===== config.mk =====
export PLATFORM = sky130hd
export DESIGN_NAME = revo_word_tracker
export DESIGN_NICKNAME = d
export VERILOG_FILES = /design/src/rtl/revo_pkg.sv /design/src/rtl/revo_marker_decoder.sv /design/src/rtl/revo_word_tracker.sv
export SDC_FILE = /design/constraint.sdc
export NUM_CORES = 1
export LEC_CHECK = 0
export CAP_MARGIN = 40
export CELL_PAD_IN_SITES_DETAIL_PLACEMENT = 1
export CELL_PAD_IN_SITES_GLOBAL_PLACEMENT = 1
export CORE_ASPECT_RATIO = 0.5
export CORE_MARGIN = 1.5
export CORE_UTILIZATION = 42
export DETAILED_ROUTE_END_ITERATION = 6
export MAX_ROUTING_LAYER = met4
export PLACE_DENSITY = 0.85
export SLEW_MARGIN = 25
export SYNTH_ARGS = -nofsm -noshare
export SYNTH_HDL_FRONTEND = slang
export SYNTH_SLANG_ARGS = --single-unit
export TNS_END_PERCENT = 30

===== constraint.sdc =====
create_clock -name clock -period 3.77 [get_ports clock]
set_input_delay 0.754 -clock clock [delete_from_list [all_inputs] [get_ports clock]]
set_output_delay 0.754 -clock clock [all_outputs]
set_load 0.02 [all_outputs]

===== src/rtl/revo_pkg.sv =====
// Shared definitions for the revolution word tracker: FSM encoding, default
// revolution length, the all-ones marker word and the leading-zero helper.
package revo_pkg;

  typedef enum logic [1:0] {
    SEARCH = 2'd0,
    VERIFY = 2'd1,
    LOCKED = 2'd2,
    DROP   = 2'd3
  } state_t;

  localparam int         DEFAULT_NUMBER_OF_QUAD_BUNCHES = 1280;
  localparam logic [7:0] MARKER_WORD                    = 8'hFF;

  // An all-zero word yields 7; callers qualify with word != 0.
  function automatic logic [2:0] leading_zeros(input logic [7:0] word);
    logic [2:0] count;
    logic       found;
    count = 3'd0;
    found = 1'b0;
    for (int i = 7; i >= 1; i--) begin
      if (!found && !word[i]) begin
        count = count + 3'd1;
      end else begin
        found = 1'b1;
      end
    end
    return count;
  endfunction

endpackage


===== src/rtl/revo_marker_decoder.sv =====
// Two-stage input register plus combinational marker decode: a marker is a
// zero word followed by a right-aligned run of ones (the marker word shifted).
module revo_marker_decoder
  import revo_pkg::*;
(
  input  logic       clock,
  input  logic       reset,
  input  logic [7:0] word_in,
  output logic       marker,
  output logic [2:0] marker_phase
);

  logic [7:0] word_q;
  logic [7:0] word_q2;

  // Input pipeline: word_q is the current word, word_q2 the one before it.
  always_ff @(posedge clock or posedge reset) begin
    if (reset) begin
      word_q  <= 8'd0;
      word_q2 <= 8'd0;
    end else begin
      word_q  <= word_in;
      word_q2 <= word_q;
    end
  end

  assign marker_phase = leading_zeros(word_q);
  assign marker       = (word_q2 == 8'd0) && (word_q != 8'd0) &&
                        (word_q == (MARKER_WORD >> marker_phase));

endmodule


===== src/rtl/revo_word_tracker.sv =====
// Revolution marker tracker with flywheel counter and lock FSM.
// Optional macro REVO_TRACKER_ERROR_COUNTERS_EN builds the early/missing counters.
module revo_word_tracker
  import revo_pkg::*;
#(
  parameter int NUMBER_OF_QUAD_BUNCHES = DEFAULT_NUMBER_OF_QUAD_BUNCHES,
  parameter int LOCK_COUNT             = 3,
  parameter int LOSS_COUNT             = 2
) (
  input  logic        clock,
  input  logic        reset,
  input  logic [7:0]  word_in,
  output logic        revo,
  output logic [2:0]  bit_phase,
  output logic [10:0] quad_bunch_counter,
  output logic        locked,
  output logic [7:0]  early_count,
  output logic [7:0]  missing_count
);

  localparam logic [10:0] LAST_POSITION = 11'(NUMBER_OF_QUAD_BUNCHES - 1);
  localparam logic [7:0]  LOCK_TARGET   = 8'(LOCK_COUNT);
  localparam logic [7:0]  LOSS_TARGET   = 8'(LOSS_COUNT);

  logic       marker;
  logic [2:0] marker_phase;
  logic       marker_r;
  logic [2:0] phase_r;

  state_t      state, state_next;
  logic [10:0] counter_next, counter_wrap;
  logic [2:0]  phase_next;
  logic [7:0]  good, good_next;
  logic [7:0]  bad_run, bad_next;
  logic        at_end, hit, early, missing;

  revo_marker_decoder u_decoder (
    .clock        (clock),
    .reset        (reset),
    .word_in      (word_in),
    .marker       (marker),
    .marker_phase (marker_phase)
  );

  assign at_end       = (quad_bunch_counter == LAST_POSITION);
  assign counter_wrap = at_end ? 11'd0 : quad_bunch_counter + 11'd1;
  assign hit          = marker_r && at_end && (phase_r == bit_phase);
  assign early        = marker_r && !hit;
  assign missing      = at_end && !marker_r;

  // Next-state logic; the counter free-runs outside SEARCH and is never pulled by early markers.
  always_comb begin
    state_next   = state;
    counter_next = quad_bunch_counter;
    phase_next   = bit_phase;
    good_next    = good;
    bad_next     = bad_run;
    case (state)
      SEARCH: begin
        counter_next = 11'd0;
        if (marker_r) begin
          state_next = VERIFY;
          phase_next = phase_r;
          good_next  = 8'd1;
          bad_next   = 8'd0;
        end else begin
          state_next = SEARCH;
        end
      end
      VERIFY: begin
        counter_next = counter_wrap;
        if (hit) begin
          good_next = good + 8'd1;
          if ((good + 8'd1) >= LOCK_TARGET) begin
            state_next = LOCKED;
            bad_next   = 8'd0;
          end else begin
            state_next = VERIFY;
          end
        end else if (early || missing) begin
          state_next   = SEARCH;
          counter_next = 11'd0;
          good_next    = 8'd0;
        end else begin
          state_next = VERIFY;
        end
      end
      LOCKED: begin
        counter_next = counter_wrap;
        if (hit) begin
          bad_next = 8'd0;
        end else if (early || missing) begin
          bad_next = bad_run + 8'd1;
          if ((bad_run + 8'd1) >= LOSS_TARGET) begin
            state_next = DROP;
          end else begin
            state_next = LOCKED;
          end
        end else begin
          state_next = LOCKED;
        end
      end
      DROP: begin
        state_next   = SEARCH;
        counter_next = 11'd0;
        good_next    = 8'd0;
        bad_next     = 8'd0;
      end
      default: begin
        state_next   = SEARCH;
        counter_next = 11'd0;
        good_next    = 8'd0;
        bad_next     = 8'd0;
      end
    endcase
  end

  // State, decode pipeline and registered outputs (revo/locked from next-state values).
  always_ff @(posedge clock or posedge reset) begin
    if (reset) begin
      state              <= SEARCH;
      marker_r           <= 1'b0;
      phase_r            <= 3'd0;
      good               <= 8'd0;
      bad_run            <= 8'd0;
      quad_bunch_counter <= 11'd0;
      bit_phase          <= 3'd0;
      revo               <= 1'b0;
      locked             <= 1'b0;
    end else begin
      state              <= state_next;
      marker_r           <= marker;
      phase_r            <= marker_phase;
      good               <= good_next;
      bad_run            <= bad_next;
      quad_bunch_counter <= counter_next;
      bit_phase          <= phase_next;
      revo               <= (state_next == LOCKED) && (counter_next == 11'd0);
      locked             <= (state_next == LOCKED);
    end
  end

`ifdef REVO_TRACKER_ERROR_COUNTERS_EN
  logic count_early, count_missing;
  assign count_early   = (state == LOCKED) && early;
  assign count_missing = (state == LOCKED) && missing;

  // Saturating error counters, cleared only by reset.
  always_ff @(posedge clock or posedge reset) begin
    if (reset) begin
      early_count   <= 8'd0;
      missing_count <= 8'd0;
    end else begin
      if (count_early && (early_count != 8'hFF)) begin
        early_count <= early_count + 8'd1;
      end
      if (count_missing && (missing_count != 8'hFF)) begin
        missing_count <= missing_count + 8'd1;
      end
    end
  end
`else
  assign early_count   = 8'd0;
  assign missing_count = 8'd0;
`endif

endmodule

==> summary.md <==
| Metric | Value |
|---|---|
| Status | complete, no violations |
| Via-per-instance ratio | 5.51 |
| Total grt overflow | 0 |
| Clock period minus worst slack | 3550 ps |
| I/O pin cnt | 42 |
| Area used by multi-input combinational logic | 0.00150 mm^2 |
| Starting DRC count in detailed routing | 72 |
| Final setup margin | 216 ps |
| CTS tree | built |
| Post-CTS clock slew at the launch and capture registers of the worst setup and hold paths | 70 ps |
| Number of gates resized after cts | 0 |
| Chip width | approximately 120 um |
| Placer Congestion | 0.868 |
| Stages on worst setup path | 14 |
| Net count of the finished layout | 352 |
| Relative max-transition margin | between 50% and 60% |
| Total iterations of the first detailed-routing run | 4 |
| # port buffers | 25 |
| Setup Skew | 5.22 ps |
| Synthesized netlist cell count | 310 |
| DP Worst Slack | 60.2 ps |
| Slew @ Worst Pin | 631 ps |
| Cell area after placement | 0.00330 mm^2 |
| Total CTS buffers | 5 |
| Cell chain of the critical path | inv_1, a21oi_1, ha_1, nor3_2, nor3_1, ha_1, o21ai_0, ha_1, a2111o_1, a21oi_4, xor2_4, o21ai_1, a22oi_1, a2111oi_2 |
| Aggregate negative setup slack | 0 ps |
| Crit end category | flop |
| Max rail drop VDD | 194 uV |
| Layout cell share with drive strength beyond 1 | 10.1% |
| Buf/Inv on CP | 1 |
| Number of setup buffers added after CTS | 0 |
| Achievable frequency | 281 MHz |
| Vias in the first global route | approximately 2,600 |
| Library cell contributing the largest single delay on the critical path | sky130_fd_sc_hd__a2111o_1 |
| Arr. time, crit path | 3730 ps |
| DRC Markers | 0 |
| Worst Hold Depth | 0 |
| Number of library cell types mapped by synthesis | a little over 60 |
| Cts-stage hold buffer count | 0 |
| Total wirelength of the detailed-routed design | about 7500 um |
| Clock latency of the later-clocked register in the worst-skew pair | 290 ps |
| Critical path data required time | about 4000 ps |
| Final hold viol count | 0 |
| Global-route wire length before repair | 12,700 um |
| Combined global-route utilization of all metal layers | 21.8% |
| Largest net degree at the start of global routing | 25 |
| Antenna diode count | 0 |
| Cell repeated most along the worst path | sky130_fd_sc_hd__ha_1 |
| Most instantiated flip-flop cell in the synthesis netlist | sky130_fd_sc_hd__dfrtp_1 |
| Post-Synthesis Cell Area | between 0.002 and 0.003 mm^2 |
| H-tree depth reported by CTS | 2 |
| Effective utilization at floorplan | 44.2% |
| Number of enable flip-flop cells after synthesis | 0 |
| Clk sink count | 54 |
| Die ar. | 0.00768 mm^2 |
| Die Height | around 63 um |
| Max stage delay on crit path | 460 ps |
| Worst Reg-to-Reg Cells | 14 |
| Number of placement rows | 21 |
| Flip-flop and latch count after synthesis | 54 |
| Final standard cell area without fillers | 0.00350 mm^2 |
| P&R area growth vs syn | 16.9% |
| Placed wire-length estimate | 5350 um |
| Sequential standard cell area | roughly 0.0014 mm^2 |
| Average instance area after synthesis | 9.67 um^2 |
| Top fanout value on the critical path | 8 |
| Unrepaired setup endpoints after global routing | no |
| Initial antenna violation count | 0 |
| Max-cap check violation count | 0 |
| Share of synthesized area occupied by flip-flops and latches | 45.1% |
| Count of vias placed by the detailed router | around 2,400 |
| Routed WL per cell | approximately 17 um |
| Path category of the worst min-delay check | reg -> reg |
| Leakage power | 0.00150 uW |
| Power density normalized to cell area | 368 mW/mm^2 |
| Fraction of registers with async set or reset after synthesis | 100% |
| Worst setup SP type | flop |
| Final-layout fill cell count | 774 |
| Share of the clock period used by the worst path after layout | 94.3% |
| Antenna-violating nets left | 0 |
| Cell family with most CP delay | compound AO/OA/AOI/OAI gates |
| Max Slew Vio Count | 0 |
| Syn. warnings | 0 |
| Number of setup violations in the final report | 0 |
| Crit Path Class | reg -> reg |
| Root Driver | sky130_fd_sc_hd__clkbuf_16 |
| Maximum buffer depth of the clock tree | 2 |
| Placeable core region | about 0.0068 mm^2 |
## logic make-up after synthesis
group | after synthesis | synth area share [%]
AND/OR/NAND/NOR | 118 | 20.8
AO/OA/AOI/OAI | 64 | 14.0
XOR/XNOR | 23 | 7.60
multiplexers | 6 | 2.17
other | 1 | 0.125
flip-flops | 54 | 45.1
adder cells (fa/ha/maj) | 8 | 3.34
buffers and inverters | 36 | 6.81
## cells in the mapped netlist, types with 2 or more instances
master	count	area [um^2]
sky130_fd_sc_hd__mux2_2	4	45.0
sky130_fd_sc_hd__dfrtp_1	54	1350
sky130_fd_sc_hd__nor2b_1	5	31.3
sky130_fd_sc_hd__o31ai_1	3	22.5
sky130_fd_sc_hd__a211oi_1	2	15.0
sky130_fd_sc_hd__or3_1	3	18.8
sky130_fd_sc_hd__mux2i_1	2	20.0
sky130_fd_sc_hd__nand3_1	14	70.1
sky130_fd_sc_hd__and2_1	4	25.0
sky130_fd_sc_hd__nand2_1	24	90.1
sky130_fd_sc_hd__nor4_1	2	12.5
sky130_fd_sc_hd__o21ai_1	4	20.0
sky130_fd_sc_hd__ha_1	8	100
sky130_fd_sc_hd__buf_4	16	120
sky130_fd_sc_hd__inv_1	9	33.8
sky130_fd_sc_hd__and3_1	6	37.5
sky130_fd_sc_hd__xor2_1	4	35.0
sky130_fd_sc_hd__o211ai_1	2	15.0
sky130_fd_sc_hd__clkbuf_1	8	30.0
sky130_fd_sc_hd__a31oi_1	8	50.1
sky130_fd_sc_hd__nor3_1	12	60.1
sky130_fd_sc_hd__a21oi_1	3	15.0
sky130_fd_sc_hd__xnor2_1	17	149
sky130_fd_sc_hd__o21ai_0	27	135
sky130_fd_sc_hd__or2_2	2	12.5
sky130_fd_sc_hd__nor2_1	27	101
sky130_fd_sc_hd__nand2b_1	6	37.5
## worst register-to-register path, delay by kind of cell, from the launching register on
family | cells | cell delay (ps)
adder cells (fa/ha/maj) | 3 | 880
AND/OR/NAND/NOR | 2 | 360
XOR/XNOR | 1 | 120
AO/OA/AOI/OAI | 7 | 1570
flip-flops | 1 | 440
buffers and inverters | 1 | 90
## final cells by class
type / count / area share [%]
clock inverters: 2 / 1.71
multi-input cells: 235 / 42.9
clock buffers: 6 / 3.96
repair buffers: 29 / 8.57
well taps: 92 / 3.29
inverters: 9 / 0.964
flip-flops and latches: 54 / 38.6
## sequential cells by signal (all words and copies together) (netlist names)
| register | count |
|---|---|
| bad_run | 8 |
| bit_phase | 3 |
| good | 8 |
| locked | 1 |
| marker_r | 1 |
| phase_r | 3 |
| quad_bunch_counter | 11 |
| revo | 1 |
| state | 2 |
| u_decoder.word_q | 8 |
| u_decoder.word_q2 | 8 |
## path summary, 6_finish.rpt
check / startpoint / end / slack (ps)
worst max register to register: u_decoder.word_q[6] / marker_r / 220
worst min-delay path: u_decoder.word_q[0] / u_decoder.word_q2[0] / 380
worst max-delay path: u_decoder.word_q[6] / marker_r / 220
worst min register to register: u_decoder.word_q[0] / u_decoder.word_q2[0] / 380
min in group asynchronous: reset / phase_r[1] / 790
max in group asynchronous: reset / u_decoder.word_q[6] / 2500
## where the power goes
group / switching, uW / total, uW / leakage, uW / internal, uW
registers: 10.6 / 600 / 0.000709 / 589
logic: 47.3 / 76.1 / 0.000698 / 28.8
clock network: 214 / 613 / 0.0000971 / 399
## through the flow
step           power [uW]  std cells  hold WS (ps)  utilization (%)
2_1_floorplan         670        325           346                -
3_3_place_gp          677        418           362             48.2
3_5_place_dp          687        419           357             48.7
4_1_cts              1290        427           386             51.6
5_1_grt              1340        427           397             51.7
6_report             1290        427           379             51.7
## layout by cell type, fill, tap and decap left out, drive strengths merged, types with 2 or more instances in the layout
master	n
nand2b	6
or3	3
nand3	15
nor4	2
a211oi	2
or4	2
clkdlybuf4s50	25
conb	16
or2	2
nand2	24
bufinv	2
xnor2	18
nor2	27
dfrtp	54
nor4b	2
mux2	4
and2	5
a21oi	4
buf	4
clkbuf	6
o21ai	31
ha	8
a31oi	8
xor2	5
and3	6
mux2i	2
o31ai	3
o211ai	2
nor2b	5
nor3	12
inv	9
## metal layers
metal	part of all wire [%]	track usage [%]	up-vias	routed length, um
met4	1.6	7.12	0	123
met1	43	25.6	1183	3220
met5	0	-	-	0
li1	-	-	1102	-
met3	3.5	3.83	13	264
met2	52	37.9	55	3870
No activity file was read; power rests on OpenSTA's default activity.
